File: src/rtl/mmio_io_ctrl_if.sv
// Core/UART-facing signal bundle for mmio_io_ctrl. The master side is the
// core memory stage plus the UART; the slave side is the MMIO block itself.
interface mmio_io_ctrl_if;
  logic [31:0] mmio_addr;
  logic [31:0] mmio_wdata;
  logic        mmio_we;
  logic        mmio_re;
  logic        inst_retired;
  logic [31:0] mmio_rdata;
  logic [7:0]  uart_rx_data;
  logic        uart_rx_valid;
  logic        uart_rx_ready;
  logic [7:0]  uart_tx_data;
  logic        uart_tx_valid;
  logic        uart_tx_ready;

  modport master (
    output mmio_addr, mmio_wdata, mmio_we, mmio_re, inst_retired,
    output uart_rx_data, uart_rx_valid, uart_tx_ready,
    input  mmio_rdata, uart_rx_ready, uart_tx_data, uart_tx_valid
  );

  modport slave (
    input  mmio_addr, mmio_wdata, mmio_we, mmio_re, inst_retired,
    input  uart_rx_data, uart_rx_valid, uart_tx_ready,
    output mmio_rdata, uart_rx_ready, uart_tx_data, uart_tx_valid
  );
endinterface

File: src/rtl/mmio_io_ctrl.sv
// MMIO window at MMIO_BASE: UART RX FIFO, TX holding register, cycle and
// retired-instruction counters, with registered (1-cycle) read data.
module mmio_io_ctrl #(
  parameter int unsigned RX_FIFO_DEPTH = 8,
  parameter logic [31:0] MMIO_BASE     = 32'h8000_0000
) (
  input logic           clk,
  input logic           rst_n,
  mmio_io_ctrl_if.slave bus
);
  localparam int unsigned PW = $clog2(RX_FIFO_DEPTH);

  typedef enum logic { TX_EMPTY, TX_FULL } tx_state_t;

  tx_state_t   tx_state, tx_next;
  logic        tx_load;
  logic [7:0]  tx_data;

  logic [7:0]  rx_mem [RX_FIFO_DEPTH];
  logic [PW:0] wr_ptr, rd_ptr;
  logic        rx_empty, rx_full, rx_push, rx_pop;

  logic [31:0] cycle_cnt, inst_cnt;
  logic [31:0] rd_val, rdata;

  logic hit_status, hit_rx, hit_tx, hit_cyc, hit_inst, hit_crst;
  logic unused_wdata_hi;

  assign hit_status = (bus.mmio_addr == MMIO_BASE + 32'h00);
  assign hit_rx     = (bus.mmio_addr == MMIO_BASE + 32'h04);
  assign hit_tx     = (bus.mmio_addr == MMIO_BASE + 32'h08);
  assign hit_cyc    = (bus.mmio_addr == MMIO_BASE + 32'h10);
  assign hit_inst   = (bus.mmio_addr == MMIO_BASE + 32'h14);
  assign hit_crst   = (bus.mmio_addr == MMIO_BASE + 32'h18);

  assign unused_wdata_hi = ^bus.mmio_wdata[31:8];

  // Extra MSB on each pointer distinguishes full from empty when indices match.
  assign rx_empty = (wr_ptr == rd_ptr);
  assign rx_full  = (wr_ptr[PW] != rd_ptr[PW]) && (wr_ptr[PW-1:0] == rd_ptr[PW-1:0]);
  assign rx_push  = bus.uart_rx_valid && !rx_full;
  assign rx_pop   = bus.mmio_re && hit_rx && !rx_empty;

  always_ff @(posedge clk or negedge rst_n) begin
    if (!rst_n) begin
      wr_ptr <= '0;
      rd_ptr <= '0;
    end else begin
      if (rx_push) wr_ptr <= wr_ptr + (PW+1)'(1);
      if (rx_pop)  rd_ptr <= rd_ptr + (PW+1)'(1);
    end
  end

  always_ff @(posedge clk) begin
    if (rx_push) rx_mem[wr_ptr[PW-1:0]] <= bus.uart_rx_data;
  end

  // A store is only taken while empty, so a store on the handshake edge is lost.
  always_comb begin
    tx_next = tx_state;
    tx_load = 1'b0;
    case (tx_state)
      TX_EMPTY: begin
        if (bus.mmio_we && hit_tx) begin
          tx_next = TX_FULL;
          tx_load = 1'b1;
        end
      end
      TX_FULL: begin
        if (bus.uart_tx_ready) tx_next = TX_EMPTY;
      end
      default: tx_next = TX_EMPTY;
    endcase
  end

  always_ff @(posedge clk or negedge rst_n) begin
    if (!rst_n) begin
      tx_state <= TX_EMPTY;
      tx_data  <= '0;
    end else begin
      tx_state <= tx_next;
      if (tx_load) tx_data <= bus.mmio_wdata[7:0];
    end
  end

  always_ff @(posedge clk or negedge rst_n) begin
    if (!rst_n) begin
      cycle_cnt <= '0;
      inst_cnt  <= '0;
    end else if (bus.mmio_we && hit_crst) begin
      cycle_cnt <= '0;
      inst_cnt  <= '0;
    end else begin
      cycle_cnt <= cycle_cnt + 32'd1;
      inst_cnt  <= inst_cnt + {31'b0, bus.inst_retired};
    end
  end

  always_comb begin
    rd_val = '0;
    if (hit_status)             rd_val = {30'b0, !rx_empty, (tx_state == TX_EMPTY)};
    else if (hit_rx && !rx_empty) rd_val = {24'b0, rx_mem[rd_ptr[PW-1:0]]};
    else if (hit_cyc)           rd_val = cycle_cnt;
    else if (hit_inst)          rd_val = inst_cnt;
  end

  always_ff @(posedge clk or negedge rst_n) begin
    if (!rst_n)           rdata <= '0;
    else if (bus.mmio_re) rdata <= rd_val;
  end

  assign bus.mmio_rdata    = rdata;
  assign bus.uart_rx_ready = !rx_full;
  assign bus.uart_tx_data  = tx_data;
  assign bus.uart_tx_valid = (tx_state == TX_FULL);
endmodule

File: src/flat_wrapper.sv
// flat-port wrapper written by rule: the top's interface ports become plain ports
module mmio_io_ctrl_flat 
#(
  parameter int unsigned RX_FIFO_DEPTH = 8,
  parameter logic [31:0] MMIO_BASE     = 32'h8000_0000
)
  (clk, rst_n, bus_mmio_addr, bus_mmio_wdata, bus_mmio_we, bus_mmio_re, bus_inst_retired, bus_uart_rx_data, bus_uart_rx_valid, bus_uart_tx_ready, bus_mmio_rdata, bus_uart_rx_ready, bus_uart_tx_data, bus_uart_tx_valid);
  mmio_io_ctrl_if bus_i ();
  input logic clk;
  input logic rst_n;
  input wire logic [$bits(bus_i.mmio_addr)-1:0] bus_mmio_addr;
  input wire logic [$bits(bus_i.mmio_wdata)-1:0] bus_mmio_wdata;
  input wire logic [$bits(bus_i.mmio_we)-1:0] bus_mmio_we;
  input wire logic [$bits(bus_i.mmio_re)-1:0] bus_mmio_re;
  input wire logic [$bits(bus_i.inst_retired)-1:0] bus_inst_retired;
  input wire logic [$bits(bus_i.uart_rx_data)-1:0] bus_uart_rx_data;
  input wire logic [$bits(bus_i.uart_rx_valid)-1:0] bus_uart_rx_valid;
  input wire logic [$bits(bus_i.uart_tx_ready)-1:0] bus_uart_tx_ready;
  output wire logic [$bits(bus_i.mmio_rdata)-1:0] bus_mmio_rdata;
  output wire logic [$bits(bus_i.uart_rx_ready)-1:0] bus_uart_rx_ready;
  output wire logic [$bits(bus_i.uart_tx_data)-1:0] bus_uart_tx_data;
  output wire logic [$bits(bus_i.uart_tx_valid)-1:0] bus_uart_tx_valid;
  assign bus_i.mmio_addr = bus_mmio_addr;
  assign bus_i.mmio_wdata = bus_mmio_wdata;
  assign bus_i.mmio_we = bus_mmio_we;
  assign bus_i.mmio_re = bus_mmio_re;
  assign bus_i.inst_retired = bus_inst_retired;
  assign bus_i.uart_rx_data = bus_uart_rx_data;
  assign bus_i.uart_rx_valid = bus_uart_rx_valid;
  assign bus_i.uart_tx_ready = bus_uart_tx_ready;
  assign bus_mmio_rdata = bus_i.mmio_rdata;
  assign bus_uart_rx_ready = bus_i.uart_rx_ready;
  assign bus_uart_tx_data = bus_i.uart_tx_data;
  assign bus_uart_tx_valid = bus_i.uart_tx_valid;
  mmio_io_ctrl #(.RX_FIFO_DEPTH(RX_FIFO_DEPTH), .MMIO_BASE(MMIO_BASE)) u_core (.clk(clk), .rst_n(rst_n), .bus(bus_i));
endmodule
File: config.mk
export PLATFORM = sky130hd
export DESIGN_NAME = mmio_io_ctrl_flat
export DESIGN_NICKNAME = d
export VERILOG_FILES = /design/src/rtl/mmio_io_ctrl_if.sv /design/src/rtl/mmio_io_ctrl.sv /design/src/flat_wrapper.sv
export SDC_FILE = /design/constraint.sdc
export NUM_CORES = 1
export LEC_CHECK = 0
export CORE_MARGIN = 5
export CORE_UTILIZATION = 30
export DETAILED_ROUTE_END_ITERATION = 12
export GPL_TIMING_DRIVEN = 0
export PLACE_DENSITY = 0.48
export SETUP_SLACK_MARGIN = 0.4
export SYNTH_ARGS = -nofsm -noshare
export SYNTH_HDL_FRONTEND = slang
export SYNTH_SLANG_ARGS = --single-unit
File: constraint.sdc
create_clock -name clk -period 3.2 [get_ports clk]
set_input_delay 0.64 -clock clk [delete_from_list [all_inputs] [get_ports clk]]
set_output_delay 0.64 -clock clk [all_outputs]
set_load 0.01 [all_outputs]
==> impl_metrics.py <==
metrics = {
    "die": {
        "die_y_um": 174,
        "io_pins": 121,
        "dieArea_um2": 30100,
        "start_util_pct": 30.6,
        "die_w_um": 174,
        "num_rows": 59,
        "core-area_um2": 26200,
    },
    "grt": {
        "overflow": 0,
        "grt_pass1_wl_mm": 31.9,
        "antenna_found_initial": 0,
        "track_usage_pct": 13.4,
        "grt_pass1_vias": 5675,
        "grt_max_degree": 80,
    },
    "critical_path": {
        "endpoint_kind": "primary output",
        "path_cells": "clkbuf_4 > xnor2_1 > nand4_1 > clkdlybuf4s50_1",
        "cp_slowest_cell": "clkdlybuf4s50_1",
        "r2r_cells": 6,
        "required_ns": 2.56,
        "path_class": "register to primary output",
        "path_delay_family": "buffers and inverters",
        "slowest_delay_ns": 0.55,
        "arrival_ns": 2.03,
        "crit_buf_inv": 2,
        "reg2reg_to": "u_core.rx_mem[4][3]$_DFFE_PP_",
        "cp-start-kind": "register",
        "rrSetupSlack_ns": 0.66,
        "cp_max_fo": 9,
        "timing.rr.start": "u_core.rd_ptr[1]$_DFFE_PN0P_",
    },
    "sta": {
        "finalHoldViolations": 0,
        "maxSlewViolCount": 0,
        "worst_slack_ns": 0.535,
        "tightest_slew_ns": 1.08,
        "timing.fmax_mhz": 375,
        "slew_headroom_pct": 27.6,
        "final.period_utilization_pct": 83.3,
        "setup_tns_ns": 0,
        "rsz0062_at_grt": "no",
        "skew_ns": 0.0137,
        "period_needed_ns": 2.67,
        "setup_violations": 0,
    },
    "yosys": {
        "synth_fp_nets": 706,
        "yosysTopAreaCellShare_pct": 35.2,
        "synth_top_flop_cell": "dfrtp_1",
        "avgSynthCellArea_um2": 12.9,
        "synth-edff-count": 64,
        "synthArstFlopShare_pct": 63.8,
        "synth-seq-cells": 177,
        "synth_area_um2": 8020,
        "netlist_top_cells_area": "dfrtp_1 (35%), edfxtp_1 (24%), xor2_1 (4.6%)",
        "synth_cells": 622,
        "yosysTopAreaCell": "dfrtp_1",
        "synth-seq-area-share_pct": 59.2,
        "yosysWarnings": 0,
        "ys_types": 43,
    },
    "power_and_ir_drop": {
        "powerDensity_nw_per_um2": 537,
        "worst_ir_drop_vdd_mv": 0.260,
        "cellLeakagePower_uw": 0.00399,
        "total_power_uw": 5420,
    },
    "finish": {
        "num-nets-final": 823,
        "final_util_pct": 38.5,
        "diodes": 0,
        "drive_gt1_share_pct": 13.6,
        "fillers": 2491,
        "areaGrowthSynthToFinish_pct": 25.8,
    },
    "hold_path": {
        "hp-class": "input port to async pin",
    },
    "clock_tree": {
        "cts_tree": "built",
        "ctsHtreeMaxLevel": 4,
        "cts_hold_buf": 0,
        "clkSinkCount": 177,
        "clkSlewWorstSetupHoldPaths_ns": 0.07,
        "clock-root-buffer": "clkbuf_16",
        "clockBufferDepth": 2,
        "cts_buffers": 17,
        "clk_latency_ns": 0.44,
    },
    "placed_design": {
        "io_buffers": 95,
        "place_hpwl_mm": 14.4,
        "dp_worst_setup_slack_ns": -0.518,
        "gp_congestion": 0.765,
    },
    "drt": {
        "viasPerCell": 4.85,
        "ant_nets": 0,
        "first_pass_iters": 5,
        "vias": 5274,
        "wl_per_cell_um": 18.3,
        "drt_iter0_drc": 377,
        "drt_wl_total_mm": 19.9,
        "drc_errors": 0,
    },
    "flow_run": {
        "maxCapViolCount": 0,
    },
    "status": {
        "outcome": "completed",
    },
}
-- synth_stat cells, types with 5 or more instances --
cell type	n
inv_1	6
nand4_1	23
nand2_1	27
edfxtp_1	64
o2bb2ai_1	31
a21oi_1	6
nor2_1	85
xor2_1	42
nand3_1	31
ha_1	5
and3_1	10
buf_4	6
nor2b_1	5
dfrtp_1	113
mux2_2	16
nor3_1	11
buf_2	9
nor4_1	5
mux4_2	16
clkbuf_1	9
xnor2_1	28
mux2i_1	34
-- metal layers --
layer	share of wire, %	vias up	track usage (%)
li1	-	2498	-
met1	43	2678	16.8
met2	52	83	23.5
met3	3.0	15	2.64
met4	1.4	0	4.06
met5	0	-	0
-- where the power goes --
group / internal (µW) / switching [µW] / total (µW) / leakage [µW]
Combinational: 259 / 338 / 597 / 0.00157
Clock: 1090 / 1090 / 2180 / 0.000306
Sequential: 2550 / 91.4 / 2640 / 0.00212
Total: 3900 / 1520 / 5420 / 0.00399
-- through the flow --
| stage | hold slack, ns | instance area [µm²] | instances |
|---|---|---|---|
| after global routing | 0.101 | 10100 | 1087 |
| final | 0.0956 | 10100 | 1087 |
| after floorplan | 0.344 | 8020 | 622 |
| after detailed placement | 0.473 | 9430 | 1053 |
| after CTS | 0.0848 | 10100 | 1085 |
| after global placement | 0.468 | 9390 | 1052 |
-- sequential cells by signal, summed over array words and instances, names as in the netlist --
signal                    cells
u_core.bus.uart_tx_data       8
u_core.rd_ptr                 4
u_core.rx_mem                64
u_core.cycle_cnt             32
u_core.wr_ptr                 4
u_core.inst_cnt              32
u_core.bus.uart_tx_valid      1
u_core.bus.mmio_rdata        32
-- layout by cell type (no fill, tap or decap), types with 4 or more instances in the layout --
cell type / count
mux2_2: 16
o2bb2ai_1: 31
clkbuf_1: 9
inv_8: 4
dfrtp_1: 113
nand3_1: 31
and4_1: 4
nand2_1: 27
o21ai_0: 4
nor3_1: 8
nor2_1: 85
buf_4: 8
xor2_1: 42
inv_1: 6
and3_1: 10
edfxtp_1: 64
clkdlybuf4s50_1: 94
mux2i_1: 34
a21oi_1: 6
nor2b_1: 5
clkinv_8: 6
nand4_1: 23
xnor2_1: 28
nor4_2: 4
ha_1: 5
clkbuf_16: 17
nor4_1: 5
mux4_2: 16
buf_2: 8
-- how the worst max path moves through the flow --
stage | startpoint | end | slack [ns] | depth (start not counted)
2_1_floorplan | u_core.rd_ptr[1]$_DFFE_PN0P_ | u_core.rx_mem[0][0]$_DFFE_PP_ | 0.92 | 6
3_3_place_gp | rst_n | u_core.bus.uart_tx_data[4]$_DFFE_PN0P_ | -2.96 | 1
3_5_place_dp | bus_inst_retired | u_core.inst_cnt[24]$_DFF_PN0_ | -0.52 | 8
4_1_cts | u_core.rd_ptr[1]$_DFFE_PN0P_ | bus_uart_rx_ready | 0.47 | 4
5_1_grt | u_core.rd_ptr[1]$_DFFE_PN0P_ | bus_uart_rx_ready | 0.40 | 4
6_report | u_core.rd_ptr[1]$_DFFE_PN0P_ | bus_uart_rx_ready | 0.53 | 4
-- cell families after synthesis --
family	after synthesis	share of synthesized area [%]
simple gates	225	15.0
flops	177	59.2
xor+xnor	70	7.64
mux	67	11.1
compound gates	44	4.26
buf+inv	34	2.03
fa+ha+maj	5	0.780
-- final cells by class --
| class | count | area [µm²] | share of cell area [%] |
|---|---|---|---|
| buffer | 28 | 143 | 1.41 |
| sequential | 177 | 4750 | 47.0 |
| multi-input combinational | 411 | 3130 | 31.0 |
| inverter | 6 | 22.5 | 0.223 |
| clock inverter | 15 | 209 | 2.07 |
| tap | 335 | 419 | 4.15 |
| timing repair buffer | 98 | 995 | 9.85 |
| clock buffer | 17 | 425 | 4.21 |
-- repair_timing --
| action | in CTS | in global routing |
|---|---|---|
| resized for setup | 2 | 1 |
| pin swaps | 0 | 2 |
| endpoints found under the setup margin | 7 | 2 |
| cloned | 0 | 0 |
| setup buffers | 0 | 2 |
Power figures use the tool's default switching activity.
